$ cat config.mk
export PLATFORM = sky130hd
export DESIGN_NAME = vga_controller_flat
export DESIGN_NICKNAME = d
export VERILOG_FILES = /design/src/rtl/vga_pkg.sv /design/src/rtl/vga_if.sv /design/src/rtl/vga_controller.sv /design/src/flat_wrapper.sv
export SDC_FILE = /design/constraint.sdc
export NUM_CORES = 1
export LEC_CHECK = 0
export CAP_MARGIN = 0
export CORE_AREA = 4 4 160 162
export CTS_CLUSTER_SIZE = 24
export DETAILED_ROUTE_END_ITERATION = 8
export DIE_AREA = 0 0 164 166
export GPL_ROUTABILITY_DRIVEN = 1
export PLACE_DENSITY = 0.73
export SLEW_MARGIN = 40
export SYNTH_ARGS = -nofsm -noshare
export SYNTH_HDL_FRONTEND = slang
export SYNTH_SLANG_ARGS = --single-unit
$ cat constraint.sdc
create_clock -name clk -period 5.7 [get_ports clk]
set_input_delay 1.14 -clock clk [delete_from_list [all_inputs] [get_ports clk]]
set_output_delay 1.14 -clock clk [all_outputs]
set_load 0.05 [all_outputs]
$ cat src/rtl/vga_pkg.sv
// Shared VGA definitions: 640x480@60 timing constants, board typedefs and a
// small range helper used by the sync decoders.
package vga_pkg;

  localparam int H_ACTIVE = 640;
  localparam int H_FP     = 16;
  localparam int H_SYNC   = 96;
  localparam int H_BP     = 48;
  localparam int H_TOTAL  = H_ACTIVE + H_FP + H_SYNC + H_BP;

  localparam int V_ACTIVE = 480;
  localparam int V_FP     = 10;
  localparam int V_SYNC   = 2;
  localparam int V_BP     = 33;
  localparam int V_TOTAL  = V_ACTIVE + V_FP + V_SYNC + V_BP;

  typedef logic [11:0]      tile_t;
  typedef tile_t [3:0][3:0] board_t;
  typedef logic [9:0]       coord_t;

  // Inclusive range test on raster coordinates.
  function automatic logic in_span(input coord_t val, input coord_t lo, input coord_t hi);
    return (val >= lo) && (val <= hi);
  endfunction

endpackage

$ cat src/rtl/vga_if.sv
// Video-side bundle: pixel clock, syncs, blanking and raster position.
// The controller drives it (master); DAC and painter observe it (slave).
interface vga_if;
  import vga_pkg::*;

  logic   vga_clk;
  logic   hsync;
  logic   vsync;
  logic   blank_n;
  logic   sync_n;
  coord_t x;
  coord_t y;
  logic   frame_start;

  modport master (
    output vga_clk, hsync, vsync, blank_n, sync_n, x, y, frame_start
  );

  modport slave (
    input vga_clk, hsync, vsync, blank_n, sync_n, x, y, frame_start
  );

endinterface

$ cat src/rtl/vga_controller.sv
// VGA timing generator. clk is halved into a pixel enable; h/v raster counters
// run on that enable and every output is registered one clk behind them.
// Game state and board are snapshotted on entry to vertical blank so the
// painter sees a stable picture for the whole frame.
module vga_controller #(
  parameter int H_ACTIVE = vga_pkg::H_ACTIVE,
  parameter int H_FP     = vga_pkg::H_FP,
  parameter int H_SYNC   = vga_pkg::H_SYNC,
  parameter int H_BP     = vga_pkg::H_BP,
  parameter int V_ACTIVE = vga_pkg::V_ACTIVE,
  parameter int V_FP     = vga_pkg::V_FP,
  parameter int V_SYNC   = vga_pkg::V_SYNC,
  parameter int V_BP     = vga_pkg::V_BP
) (
  input  logic            clk,
  input  logic            rst_n,
  input  logic [1:0]      game_state_in,
  input  vga_pkg::board_t matrix_in,
  output logic [1:0]      game_state_out,
  output vga_pkg::board_t matrix_out,
  vga_if.master           vga
);

  localparam logic [9:0] H_ACT_C  = 10'(H_ACTIVE);
  localparam logic [9:0] H_LAST   = 10'(H_ACTIVE + H_FP + H_SYNC + H_BP - 1);
  localparam logic [9:0] HS_FIRST = 10'(H_ACTIVE + H_FP);
  localparam logic [9:0] HS_LAST  = 10'(H_ACTIVE + H_FP + H_SYNC - 1);
  localparam logic [9:0] V_ACT_C  = 10'(V_ACTIVE);
  localparam logic [9:0] V_LAST   = 10'(V_ACTIVE + V_FP + V_SYNC + V_BP - 1);
  localparam logic [9:0] VS_FIRST = 10'(V_ACTIVE + V_FP);
  localparam logic [9:0] VS_LAST  = 10'(V_ACTIVE + V_FP + V_SYNC - 1);
  localparam logic [9:0] V_CAP    = 10'(V_ACTIVE - 1);

  logic       pix_en_p0;
  logic [9:0] h_cnt_p0;
  logic [9:0] v_cnt_p0;
  logic       wrap_p0;
  logic       h_wrap;
  logic       v_wrap;
  logic       cap_edge;

  assign h_wrap   = (h_cnt_p0 == H_LAST);
  assign v_wrap   = (v_cnt_p0 == V_LAST);
  // Last pixel of the last visible line: next pixel enters vertical blank.
  assign cap_edge = pix_en_p0 && h_wrap && (v_cnt_p0 == V_CAP);

  // ---- stage p0: pixel enable and raster counters ----

  // Pixel enable toggles every clk, giving one pixel per two clk.
  always_ff @(posedge clk or negedge rst_n) begin
    if (!rst_n) begin
      pix_en_p0 <= 1'b0;
    end else begin
      pix_en_p0 <= ~pix_en_p0;
    end
  end

  // Column counter steps per pixel; line counter steps only on column wrap.
  // wrap_p0 marks the first clk at (0,0) after a full frame, never after reset.
  always_ff @(posedge clk or negedge rst_n) begin
    if (!rst_n) begin
      h_cnt_p0 <= '0;
      v_cnt_p0 <= '0;
      wrap_p0  <= 1'b0;
    end else begin
      wrap_p0 <= pix_en_p0 && h_wrap && v_wrap;
      if (pix_en_p0) begin
        if (h_wrap) begin
          h_cnt_p0 <= '0;
          v_cnt_p0 <= v_wrap ? '0 : v_cnt_p0 + 10'd1;
        end else begin
          h_cnt_p0 <= h_cnt_p0 + 10'd1;
        end
      end
    end
  end

  // ---- stage p1: registered video outputs, one clk behind the counters ----

  // Decode syncs and blanking from the counters and register them with x/y.
  always_ff @(posedge clk or negedge rst_n) begin
    if (!rst_n) begin
      vga.vga_clk     <= 1'b0;
      vga.x           <= '0;
      vga.y           <= '0;
      vga.hsync       <= 1'b1;
      vga.vsync       <= 1'b1;
      vga.blank_n     <= 1'b0;
      vga.frame_start <= 1'b0;
    end else begin
      vga.vga_clk     <= pix_en_p0;
      vga.x           <= h_cnt_p0;
      vga.y           <= v_cnt_p0;
      vga.hsync       <= ~vga_pkg::in_span(h_cnt_p0, HS_FIRST, HS_LAST);
      vga.vsync       <= ~vga_pkg::in_span(v_cnt_p0, VS_FIRST, VS_LAST);
      vga.blank_n     <= (h_cnt_p0 < H_ACT_C) && (v_cnt_p0 < V_ACT_C);
      vga.frame_start <= wrap_p0;
    end
  end

  // Composite sync is unused by the DAC.
  assign vga.sync_n = 1'b0;

  // Snapshot the live game inputs on entry to vertical blank; hold all frame.
  always_ff @(posedge clk or negedge rst_n) begin
    if (!rst_n) begin
      game_state_out <= '0;
      matrix_out     <= '0;
    end else if (cap_edge) begin
      game_state_out <= game_state_in;
      matrix_out     <= matrix_in;
    end
  end

endmodule

$ cat src/flat_wrapper.sv
// flat-port wrapper written by rule: the top's interface ports become plain ports
module vga_controller_flat 
#(
  parameter int H_ACTIVE = vga_pkg::H_ACTIVE,
  parameter int H_FP     = vga_pkg::H_FP,
  parameter int H_SYNC   = vga_pkg::H_SYNC,
  parameter int H_BP     = vga_pkg::H_BP,
  parameter int V_ACTIVE = vga_pkg::V_ACTIVE,
  parameter int V_FP     = vga_pkg::V_FP,
  parameter int V_SYNC   = vga_pkg::V_SYNC,
  parameter int V_BP     = vga_pkg::V_BP
)
  (clk, rst_n, game_state_in, matrix_in, game_state_out, matrix_out, vga_vga_clk, vga_hsync, vga_vsync, vga_blank_n, vga_sync_n, vga_x, vga_y, vga_frame_start);
  vga_if vga_i ();
  input  logic clk;
  input  logic rst_n;
  input  logic [1:0] game_state_in;
  input  vga_pkg::board_t matrix_in;
  output logic [1:0] game_state_out;
  output vga_pkg::board_t matrix_out;
  output wire logic [$bits(vga_i.vga_clk)-1:0] vga_vga_clk;
  output wire logic [$bits(vga_i.hsync)-1:0] vga_hsync;
  output wire logic [$bits(vga_i.vsync)-1:0] vga_vsync;
  output wire logic [$bits(vga_i.blank_n)-1:0] vga_blank_n;
  output wire logic [$bits(vga_i.sync_n)-1:0] vga_sync_n;
  output wire logic [$bits(vga_i.x)-1:0] vga_x;
  output wire logic [$bits(vga_i.y)-1:0] vga_y;
  output wire logic [$bits(vga_i.frame_start)-1:0] vga_frame_start;
  assign vga_vga_clk = vga_i.vga_clk;
  assign vga_hsync = vga_i.hsync;
  assign vga_vsync = vga_i.vsync;
  assign vga_blank_n = vga_i.blank_n;
  assign vga_sync_n = vga_i.sync_n;
  assign vga_x = vga_i.x;
  assign vga_y = vga_i.y;
  assign vga_frame_start = vga_i.frame_start;
  vga_controller #(.H_ACTIVE(H_ACTIVE), .H_FP(H_FP), .H_SYNC(H_SYNC), .H_BP(H_BP), .V_ACTIVE(V_ACTIVE), .V_FP(V_FP), .V_SYNC(V_SYNC), .V_BP(V_BP)) u_core (.clk(clk), .rst_n(rst_n), .game_state_in(game_state_in), .matrix_in(matrix_in), .game_state_out(game_state_out), .matrix_out(matrix_out), .vga(vga_i));
endmodule
# == Word level (Yosys, flattened, before mapping) ==
# Index checks and enable logic that the tools add are counted.
# word_totals
reg_bits,241
elab_cells,51
# classes
n_addsub,2
magnitude_cmp,6
eq_ne,3
mux,2
n_bitwise,3
n_reduce_logical,7
# op_table
operator,count
"10-bit by 1-bit adder with 10-bit output, second input constant",2
"10-bit equality test, second input constant",2
10-bit 2-to-1 mux,2
"10-bit by 9-bit equality test with 1-bit output, second input constant",1
"10-bit greater-or-equal comparator, second input constant",1
"10-bit by 9-bit greater-or-equal comparator with 1-bit output, second input constant",1
"10-bit <= comparator, second input constant",1
"10-bit by 9-bit <= comparator with 1-bit output, second input constant",1
"10-bit < comparator, second input constant",1
"10-bit by 9-bit < comparator with 1-bit output, second input constant",1
1-bit logical AND,6
1-bit NOT,3
2-bit AND reduction,1

# == Logic depth before layout (Yosys ltp) ==
# depth
depth_word,3
ltp_mapped,8
depth_no_buf,6

# == Worst setup path before layout ==
# No wires, ideal clock.
# synth_timing
path_kind,flip-flop to flip-flop
from,register u_core.h_cnt_p0[0]
to,"register, netlist name u_core.matrix_out[10]"
setup_time_ns,0.128
arrival_time_ns,2.376
path_slack_ns,3.196
path_stages_with_launch,9
period_less_slack_ns,2.504
path_cell_list,dfrtp_1 ha_1 nand3_1 or3_1 clkbuf_1 nor4_4 buf_2 buf_4 mux2_1
# synth_via
elab_chain_cells,3
# synth_rtl
element,line_no,source
from (decl),vga_controller.sv:35,logic [9:0] h_cnt_p0;
from (signal assigned),vga_controller.sv:72,h_cnt_p0 <= h_cnt_p0 + 10'd1;
10-bit equality test,vga_controller.sv:42,assign h_wrap = (h_cnt_p0 == H_LAST);
1-bit logical AND (2 in series),vga_controller.sv:45,assign cap_edge = pix_en_p0 && h_wrap && (v_cnt_p0 == V_CAP);
# No other way between the ends.
# A chain may end at the register's enable or synchronous reset.

# == Worst setup path after layout ==
# layout_timing
from,register u_core.h_cnt_p0[0]
to,"register, netlist name u_core.matrix_out[95]"
# layout_via
elab_chain_cells,3
# layout_rtl
element,line_no
10-bit equality test,vga_controller.sv:42
1-bit logical AND (2 in series),vga_controller.sv:45
# No other way between the ends.

==> qor.yml <==
initial_core_util_pct: 37.31
yosys_warnings: 0
drive_above_1_share_pct: 17.95
cts_hold_buf: 0
synth_cells: 559
cts_resized: 0
antenna_found_initial: 1
slew_viol_final: 0
ir_worst_vdd_mv: 0.2069
syn_area_um2: 8995
crit_type: "flip-flop to flip-flop"
num_io_pins: 416
grt_start_max_net_pins: 116
tritoncts: "done"
setup_viol: 0
worstPathCellList: "ha_1, nand3_1, or3_1, nor4_4, buf_4, buf_4, mux2_2"
nFillCells: 2008
synth_ff_type: "dfrtp_1"
die_y_um: 166
min_from: "u_core.wrap_p0$_DFF_PN0_"
yosys.cell_types.count: 36
setup_total_negative_slack_ns: 0
synth-edff-count: 0
worst_r2r_path_depth: 7
path_max_fanout: 46
grt_pass1_wl_mm: 40.63
overflow: 0
drt_first_pass_iters: 4
max_slew_margin_pct: 54.73
fin_worst_skew_ns: 0.01786
critPathMaxStageDelay_ns: 0.61
drv_cap: 0
placementRows: 57
die-area_um2: 27220
cts_buffers: 27
r2r_slack_ns: 2.20
clkSinkCount: 241
drt-total-wl_mm: 27.32
seq_area_frac_synth_pct: 67.07
synth.net_count: 759
hpwlAfterDp_mm: 20.54
critPathBufInv: 2
cpMostUsedCell: "buf_4"
period_share_pct: 61.40
hold_end: "u_core.vga.frame_start$_DFF_PN0_"
syn_avg_cell_area_um2: 16.09
numPortBuffers: 414
cp-startpoint: "u_core.h_cnt_p0[0]$_DFFE_PN0P_"
grt_pass1_vias: 6602
finalHoldViolCount: 0
crit_arrival_ns: 3.90
nNetsFinal: 1183
rsz0062_at_grt: "false"
routedWlPerCell_um: 20.57
ys_async_sr_fraction_pct: 100.0
clock_latency_ns: 0.53
htreeDepth: 1
cts-root-buf: "clkbuf_16"
final_antenna_net_count: 0
synth_seq_cells: 241
cp_data_required_time_ns: 6.10
drt-vias-per-instance: 4.644
status: "completed"
p_leak_nw: 6.691
min_period_ns: 3.500
min_path_type: "flip-flop to flip-flop"
gp_congestion: 0.7973
critPathCaptureType: "flip-flop"
rr_endpoint: "u_core.matrix_out[95]$_DFFE_PN0P_"
die_x_um: 164
fin_util_pct: 59.51
clkSlewWorstSetupHoldPaths_ns: 0.06
start_kind: "flip-flop"
grt_usage_pct: 19.34
fmax_mhz: 285.7
crit_slowest_cell: "buf_4"
core_um2: 24110
cts_max_path_buffers: 3
drcViolationCount: 0
cp_top_family: "simple AND/OR/NAND/NOR gates"
area_growth_pct: 59.48
r2r_start: "u_core.h_cnt_p0[0]$_DFFE_PN0P_"
min_path_cells: 0
worstMarginPinSlew_ns: 0.6790
p_per_area_nw_per_um2: 250.3
vias: 6167
first_iter_violations: 254
post-cts-setup-buffers: 0
-- cell usage after synthesis, types with 2 or more instances --
cell type    n  area (um2)
clkbuf_1     2       7.510
nand3_1     10       50.05
nand4_1      5       31.28
xnor2_1      9       78.83
nor4_1       2       12.51
and3_1       4       25.02
or4_1        2       15.01
mux2_1      70       788.3
mux2_2     124        1396
nand2_1     12       45.04
xor2_1       2       17.52
nand4b_1     2       17.52
or3_1        3       18.77
ha_1         4       50.05
nor3_1       5       25.02
inv_1        9       33.78
buf_2        6       30.03
a31oi_1      2       12.51
mux2i_1      2       20.02
dfrtp_1    239        5981
nor2_1      10       37.54
buf_4       17       127.6
dfstp_2      2       52.55
o21ai_0      4       20.02
-- placed cells by master, fill, tap and decap left out, types with 2 or more instances in the layout --
cell / synthesis / final
buf_4: 17 / 4
clkinv_2: 0 / 7
mux2_1: 70 / 70
ha_1: 4 / 4
dfrtp_1: 239 / 239
nor3_1: 5 / 5
inv_1: 9 / 9
buf_12: 0 / 2
mux2_2: 124 / 124
or3_1: 3 / 3
mux2i_1: 2 / 2
xor2_1: 2 / 2
nor4_1: 2 / 2
o21ai_0: 4 / 4
nor2_1: 10 / 10
clkbuf_16: 0 / 27
nand2_1: 12 / 12
nand4b_1: 2 / 2
nand4_1: 5 / 5
dfstp_2: 2 / 2
xnor2_1: 9 / 9
and3_1: 4 / 4
clkbuf_1: 2 / 4
clkdlybuf4s50_1: 0 / 413
or4_1: 2 / 2
a31oi_1: 2 / 2
nand3_1: 10 / 10
clkbuf_8: 0 / 9
-- power by group --
| part | total (mW) | internal, mW | switching (mW) |
|---|---|---|---|
| clock | 1.71 | 1.03 | 0.680 |
| combinational | 0.171 | 0.118 | 0.0528 |
| sequential | 1.71 | 1.71 | 0 |
| total | 3.59 | 2.86 | 0.732 |
-- routing by layer --
layer	up-vias	GRT usage, %	routed length (um)
li1	2812	-	-
met1	3071	20.90	9779
met2	234	36.29	14640
met3	50	5.460	2163
met4	0	5.762	742
met5	-	0	0
-- state kept, by name, indices dropped and copies added, names as in the netlist, 2 cells and up --
name and cells:
u_core.vga.y 10, u_core.game_state_out 2, u_core.h_cnt_p0 10, u_core.matrix_out 192, u_core.v_cnt_p0 10, u_core.vga.x 10
-- how the worst max path moves through the flow --
stage,depth (start not counted),end,slack (ns)
floorplan,8,u_core.matrix_out[10]$_DFFE_PN0P_,3.20
global placement,7,u_core.matrix_out[160]$_DFFE_PN0P_,2.33
detailed placement,7,u_core.matrix_out[95]$_DFFE_PN0P_,2.23
CTS,7,u_core.matrix_out[21]$_DFFE_PN0P_,2.19
global route,7,u_core.matrix_out[95]$_DFFE_PN0P_,2.01
finish,7,u_core.matrix_out[95]$_DFFE_PN0P_,2.20
-- stage by stage --
stage	hold WS (ns)	instance area, um2	power (mW)	setup slack [ns]	std cells
2_1_floorplan	0.3312	8995	1.746	3.196	559
3_3_place_gp	0.3432	13450	1.914	2.325	1278
3_5_place_dp	0.3379	13450	1.916	2.230	1278
4_1_cts	0.3512	14340	3.648	2.192	1327
5_1_grt	0.3796	14350	3.740	2.010	1328
6_report	0.3479	14350	3.590	2.200	1328
-- kinds of logic after synthesis --
kind of cell | share of synthesized area (%)
buf+inv | 2.212
xor+xnor | 1.071
other cells | 0.04169
compound gates | 0.8347
fa+ha+maj | 0.5564
mux | 24.51
flops | 67.07
simple gates | 3.700
-- layout make-up --
cell class / instances / area, um2 / area share (%)
antenna: 1 / 2.502 / 0.01744
clock buffer: 40 / 814.5 / 5.678
clock inverter: 9 / 73.82 / 0.5146
inverter: 9 / 33.78 / 0.2355
multi-input combinational: 284 / 2763 / 19.26
sequential: 241 / 6033 / 42.06
tap: 324 / 405.4 / 2.826
timing repair buffer: 420 / 4219 / 29.41
No activity file was read; power rests on OpenSTA's default activity.
